## src/rtl/sparkle_spot_gen.sv

```systemverilog
// Sparkle sprite producer: places a jittered SIZE x SIZE box near an anchor,
// re-spawns it every LIFE frames and reports hit / row-major pixel index per scan position.
module sparkle_spot_gen #(
    parameter int          SIZE  = 20,
    parameter int          H_RES = 640,
    parameter int          V_RES = 480,
    parameter int          LIFE  = 8,
    parameter logic [7:0]  SEED  = 8'hA5
) (
    input  logic        clk,
    input  logic        reset,
    input  logic [9:0]  vga_x,
    input  logic [9:0]  vga_y,
    input  logic        frame_tick,
    input  logic        enable,
    input  logic [9:0]  anchor_x,
    input  logic [9:0]  anchor_y,
    output logic        sparkle_here,
    output logic [11:0] sparkle_pixel,
    output logic        active
);

    typedef enum logic {IDLE, SHOW} state_t;

    localparam int                LW        = (LIFE > 1) ? $clog2(LIFE) : 1;
    localparam logic [LW-1:0]     LIFE_LOAD = LW'(LIFE - 1);
    localparam logic signed [11:0] HALF     = 12'(SIZE / 2);
    localparam logic signed [11:0] MAX_X    = 12'(H_RES - SIZE);
    localparam logic signed [11:0] MAX_Y    = 12'(V_RES - SIZE);
    localparam logic [10:0]       SPAN      = 11'(SIZE - 1);
    localparam logic [11:0]       SIZE12    = 12'(SIZE);

    state_t          state, state_d;
    logic [7:0]      lfsr, lfsr_d;
    logic [9:0]      pos_x, pos_y, pos_x_d, pos_y_d;
    logic [LW-1:0]   life_cnt, life_d;
    logic signed [11:0] jx, jy, cx, cy;
    logic [9:0]      spawn_x, spawn_y;
    logic            hit;
    logic [9:0]      dx, dy;
    logic [11:0]     pix;

    // Spawn position from the pre-advance LFSR: nibbles become -8..+7 jitter, then clamp on screen
    always_comb begin
        jx = $signed({8'd0, lfsr[3:0]}) - 12'sd8;
        jy = $signed({8'd0, lfsr[7:4]}) - 12'sd8;
        cx = $signed({2'b00, anchor_x}) - HALF + jx;
        cy = $signed({2'b00, anchor_y}) - HALF + jy;
        spawn_x = cx[9:0];
        spawn_y = cy[9:0];
        if (cx < 12'sd0)
            spawn_x = 10'd0;
        else if (cx > MAX_X)
            spawn_x = MAX_X[9:0];
        if (cy < 12'sd0)
            spawn_y = 10'd0;
        else if (cy > MAX_Y)
            spawn_y = MAX_Y[9:0];
    end

    always_comb begin
        state_d = state;
        lfsr_d  = lfsr;
        pos_x_d = pos_x;
        pos_y_d = pos_y;
        life_d  = life_cnt;
        if (frame_tick) begin
            lfsr_d = {lfsr[6:0], lfsr[7] ^ lfsr[5] ^ lfsr[4] ^ lfsr[3]};
            case (state)
                IDLE: begin
                    if (enable) begin
                        state_d = SHOW;
                        life_d  = LIFE_LOAD;
                        pos_x_d = spawn_x;
                        pos_y_d = spawn_y;
                    end
                end
                default: begin
                    if (!enable) begin
                        state_d = IDLE;
                    end else if (life_cnt == '0) begin
                        life_d  = LIFE_LOAD;
                        pos_x_d = spawn_x;
                        pos_y_d = spawn_y;
                    end else begin
                        life_d = life_cnt - LW'(1);
                    end
                end
            endcase
        end
    end

    // Widen to 11 bits so pos + SPAN cannot wrap near the right/bottom edge
    always_comb begin
        hit = (state == SHOW) &&
              ({1'b0, vga_x} >= {1'b0, pos_x}) && ({1'b0, vga_x} <= {1'b0, pos_x} + SPAN) &&
              ({1'b0, vga_y} >= {1'b0, pos_y}) && ({1'b0, vga_y} <= {1'b0, pos_y} + SPAN);
        dx  = vga_x - pos_x;
        dy  = vga_y - pos_y;
        pix = {2'b00, dy} * SIZE12 + {2'b00, dx};
    end

    always_ff @(posedge clk) begin
        if (reset) begin
            state         <= IDLE;
            lfsr          <= SEED;
            pos_x         <= '0;
            pos_y         <= '0;
            life_cnt      <= '0;
            sparkle_here  <= 1'b0;
            sparkle_pixel <= '0;
            active        <= 1'b0;
        end else begin
            state         <= state_d;
            lfsr          <= lfsr_d;
            pos_x         <= pos_x_d;
            pos_y         <= pos_y_d;
            life_cnt      <= life_d;
            sparkle_here  <= hit;
            sparkle_pixel <= hit ? pix : 12'd0;
            active        <= (state_d == SHOW);
        end
    end

endmodule
```

## config.mk

```make
export PLATFORM = sky130hd
export DESIGN_NAME = sparkle_spot_gen
export DESIGN_NICKNAME = d
export VERILOG_FILES = /design/src/rtl/sparkle_spot_gen.sv
export SDC_FILE = /design/constraint.sdc
export NUM_CORES = 1
export LEC_CHECK = 0
export ABC_AREA = 1
export BUFFER_PORTS_ARGS = -buffer_cell sky130_fd_sc_hd__buf_4
export CAP_MARGIN = 20
export CORE_ASPECT_RATIO = 1.75
export CORE_MARGIN = 1
export CORE_UTILIZATION = 40
export DETAILED_ROUTE_END_ITERATION = 16
export PLACE_DENSITY = 0.6
export SYNTH_ARGS = -nofsm -noshare
export SYNTH_HDL_FRONTEND = slang
export SYNTH_SLANG_ARGS = --single-unit
```

## constraint.sdc

```tcl
create_clock -name clk -period 3.32 [get_ports clk]
set_input_delay 0.166 -clock clk [delete_from_list [all_inputs] [get_ports clk]]
set_output_delay 0.166 -clock clk [all_outputs]
set_load 0.03 [all_outputs]
```

---- After elaboration in Yosys (flattened, before gate mapping) ----
Cells that the tools add are included.
cells by class
  add/subtract/negate cells ............... 12
  multipliers ............................. 1
  magnitude comparators ................... 8
  equal/unequal tests ..................... 1
  muxes and demuxes ....................... 17
  bitwise operators ....................... 4
  reductions and logical operators ........ 8
operators by type and width
  kind                     count
  $mux W10                 12
  $add A11 B5 Y12          2
  $lt A12 B1 Y1 const B    2
  $add A10 B5 Y11 const B  2
  $le A10 B11 Y1           2
  $sub A10 B4 Y11 const B  2
  $ge A10 B10 Y1           2
  $sub A10 B10 Y10         2
  $add A12 B10 Y12         1
  $gt A12 B10 Y1 const B   1
  $gt A12 B11 Y1 const B   1
  $mux W3                  4
  $mul A10 B3 Y10 const B  1
  $sub A4 B4 Y5 const B    2
  $logic_and A1 B1 Y1      4
  $logic_not A3 Y1         1
  $reduce_and A3 Y1        1
  $sub A3 B1 Y3 const B    1
  $xor A1 B1 Y1            3
  $ne A2 B1 Y1 const B     1
  $reduce_and A2 Y1        1
  $reduce_or A2 Y1         1
  $mux W1                  1
  $not A1 Y1               1
word-level totals
  bits in registers ....................... 45
  input bits .............................. 44
  output and inout port bits .............. 14

---- Longest topological paths before layout ----
  depth in word-level cells ............... 8
  mapped depth ............................ 25
  depth with buffers taken out ............ 25

---- Least setup slack after synthesis ----
OpenSTA, ideal clock, no wires.
  kind .................................... reg2reg
  from .................................... reg pos_y[3]
  to ...................................... reg sparkle_pixel[10]
  library setup time ...................... 0.070 ns
  arrival time ............................ 3.538 ns
  required time ........................... 3.250 ns
  path slack .............................. -0.288 ns
  stages on the path, launching flop included .. 19
  period minus slack after synthesis ...... 3.608 ns
  path through ............................ dfxtp_1 > inv_1 > ha_1 > a21oi_1 > o21ai_0 > a21oi_1 > xnor2_1 > ha_1 > ha_1 > a21o_1 > a31oi_1 > xor2_1 > inv_1 > ha_1 > nand2_1 > nor3_1 > a21oi_1 > or2_2 > a21oi_1
on the way
  longest elaborated chain between the ends .. 5
RTL lines
  element                                                   RTL line  text
  from (decl)                                               35        logic [9:0] pos_x, pos_y, pos_x_d, pos_y_d;
  from (signal assigned)                                    117       pos_y <= pos_y_d;
  branches (longest 5 deep; another with $add A12 B10 Y12)  n/a
  to (signal assigned)                                      120       sparkle_pixel <= hit ? pix : 12'd0;
  to (decl)                                                 19        output logic [11:0] sparkle_pixel,
Parallel ways; which one is timed is not known.
A chain may end at the register's enable or synchronous reset.

---- Worst setup path after layout ----
  from .................................... reg pos_y[0]
  to ...................................... reg sparkle_pixel[11]
The elaborated chain is that of the path after synthesis.

==> key figures <==
CTS
  – Worst-Skew Late Latency: 290 ps
  – Post-CTS Hold Buffers: 0
  – Root buf cell: clkbuf_16
  – CTS tree: yes
  – CTS clk-pin slew, worst paths: 60 ps
  – CTS Buf Count: 5
  – H-Tree Level Count: 2
  – Clk buf depth: 2
  – Clock Sinks: between 40 and 50

STA
  – Slew Limit Fails: 0
  – Post-route clock period utilization: 104.6%
  – Worst slew pin tran: roughly 490 ps
  – Relative slew slack: 66.97%
  – Hold Fails Final Rpt: 0
  – Fmax: 288.0 MHz
  – # setup viols final: 3
  – Min Tclk post-route: ~3500 ps
  – Worst Skew: 5.556 ps
  – Worst setup margin: -151.8 ps
  – RSZ-0062 raised after global routing: true

Die
  – Die height: approximately 160 um
  – # rows: between 50 and 60
  – Initial cell density of the core: 40.73%
  – Die Area: about 15000 um^2
  – Die Width: just over 90 um
  – # IOs: 58
  – Core footprint: 13840 um^2

Synthesis
  – Synth Area per Inst: 6.685 um^2
  – Most frequent cell after synthesis: nand2_1
  – Async SR Flop Fraction: 0%
  – Synth Flop Type: dfxtp_1
  – Synth top cells by count: nand2_1, inv_1, ha_1, a21oi_1, dfxtp_1
  – Cell taking the most area after synthesis: ha_1
  – Mapped Nets: 982
  – Sequential share of the synthesized area: between 10% and 20%
  – Top cell type's share of synthesized area: 19.76%
  – Synth Warn #: 0
  – Top cells by area, synth: ha_1, dfxtp_1, nand2_1
  – Syn Std Cell Area: ~5600 um^2
  – Post-synth EDFFs: 0
  – Yosys reg bits: 45
  – Post-synthesis cell type count: 43
  – Post-Synthesis Cells: between 800 and 900

GRT
  – Largest net degree at the start of global routing: 24
  – Remaining global-route overflow: 0
  – Global-route total usage across every layer: 18.76%
  – Initial antenna violation count: 0
  – Vias in the first global route: ~5400
  – First-pass GRT wire length: 22.47 mm

Place
  – Total placed cells including tap cells: 1111
  – Routability cong.: 0.8473
  – Pre-CTS WS: -290.8 ps
  – PortBufs: 57
  – Post-place instance area: 6713 um^2
  – Hpwl dp: around 11 mm

Min path
  – Worst hold path class: in -> reg

Finish
  – Finished Layout Cells: 1133
  – ANT cells: 0
  – Multi-input logic area: 4556 um^2
  – Fillers: 1444
  – Layout cells sized above 1: 24.16%
  – NumNets Final: 1094
  – Final Util: 52.03%
  – Area growth, synth to finish: 27.75%
  – Register Area: 905.9 um^2
  – Design Area, Final: 7199 um^2

Setup path
  – Worst endpoint data arrival time: approximately 3700 ps
  – Critical path data required time: 3550 ps
  – Crit Path Class: reg -> reg
  – Crit. End Element: flop
  – Startpoint types: flop
  – Crit path max fanout: 4

Route
  – Via count: 5545
  – WL/cell: 11.98 um
  – DR DRC count: 0
  – Post-route ant nets: 0
  – DR vias/cell: 4.894
  – Drt total wl: 13.57 mm
  – Drt initial violations: 110
  – DRT Pass-1 Iters: 4

Power
  – Leakage power: 3.465 nW
  – Maximum VDD drop: 0.2090 mV
  – Pwr dens: 541.5 nW/um^2

Outcome
  – Status: finished with violations
  – Failing checks: setup timing

Flow run
  – Maxcap violations: 0
state kept, by name (all words and copies together), names as in the netlist:
name           count
sparkle_pixel     12
pos_x             10
pos_y             10
lfsr               8
life_cnt           3
sparkle_here       1
state              1
worst paths after layout:
check,startpoint,to,slack (ps),cells after the start
worst max-delay path,pos_y[0],sparkle_pixel[11],-150,21
worst min register to register,pos_x[8],pos_x[8],470,2
worst max register to register,pos_y[0],sparkle_pixel[11],-150,21
worst min-delay path,frame_tick,lfsr[4],140,2
logic make-up after synthesis:
family	count (synthesis)	synth area share (%)
compound gates	141	14.92
buf+inv	147	9.925
simple gates	359	28.57
xor+xnor	56	8.703
flops	45	15.99
fa+ha+maj	95	21.89
metrics by stage:
stage / power (W) / hold slack [ps] / TNS, ps
after CTS: 0.003721 / 136.0 / -164.7
after floorplan: 0.002219 / 265.7 / -1.074
final: 0.003899 / 144.2 / -318.8
after global placement: 0.002887 / 438.2 / -524.7
after detailed placement: 0.002914 / 440.5 / -807.5
after global routing: 0.004233 / 169.7 / -1009
worst max-delay path, cell delays in order, from the launching register on:
cell      delay, ps
dfxtp_2         350
ha_4            150
inv_4            30
fa_2            400
buf_6           150
xor2_4          180
ha_2            220
ha_4            130
inv_2            40
fa_2            360
xnor2_1         140
ha_1            310
inv_2            70
nor3_2          180
nand2_1         120
o311ai_4         90
nand2_1          90
nand2_1          90
nand2_2          70
clkinv_2         70
nand3_2          70
a21oi_2         110
layer usage:
metal	vias to the layer above	GRT usage [%]	wire length (um)
met5	-	0	0
li1	2981	-	-
met3	26	1.528	234
met1	2466	17.39	5068
met4	0	7.670	447
met2	72	39.88	7820
what timing repair did:
action / 4_1_cts / 5_1_grt
endpoints found under the setup margin: 4 / 5
resized for setup: 37 / 18
setup buffers: 12 / 2
pin swaps: 40 / 23
placed cells by master, fill, tap and decap left out, types with 4 or more instances in the layout:
| master | count |
|---|---|
| nand2_1 | 193 |
| inv_1 | 120 |
| buf_4 | 108 |
| ha_1 | 75 |
| a21oi_1 | 61 |
| nor2_1 | 42 |
| dfxtp_1 | 41 |
| nand3_1 | 38 |
| xor2_1 | 37 |
| o21ai_0 | 24 |
| nand2_2 | 19 |
| inv_2 | 18 |
| a21oi_2 | 16 |
| nand3b_1 | 14 |
| xnor2_1 | 13 |
| nand4_1 | 13 |
| ha_4 | 13 |
| nor2_2 | 12 |
| nor3_1 | 11 |
| a31oi_1 | 6 |
| a21oi_4 | 5 |
| clkbuf_16 | 5 |
| a21o_1 | 4 |
| nand3_2 | 4 |
| fa_1 | 4 |
| dfxtp_2 | 4 |
final cells by class:
type / count / share of cell area (%)
sequential: 45 / 12.58
tap: 177 / 3.076
inverter: 141 / 7.438
multi-input combinational: 651 / 63.28
clock buffer: 8 / 1.894
timing repair buffer: 111 / 11.73
power breakdown:
| part | internal [W] | total, W | switching (W) |
|---|---|---|---|
| combinational | 0.00133 | 0.00282 | 0.00150 |
| clock | 0.000281 | 0.000490 | 0.000209 |
| sequential | 0.000568 | 0.000588 | 0.0000196 |
| total | 0.00217 | 0.00390 | 0.00172 |
Power figures use the tool's default switching activity.
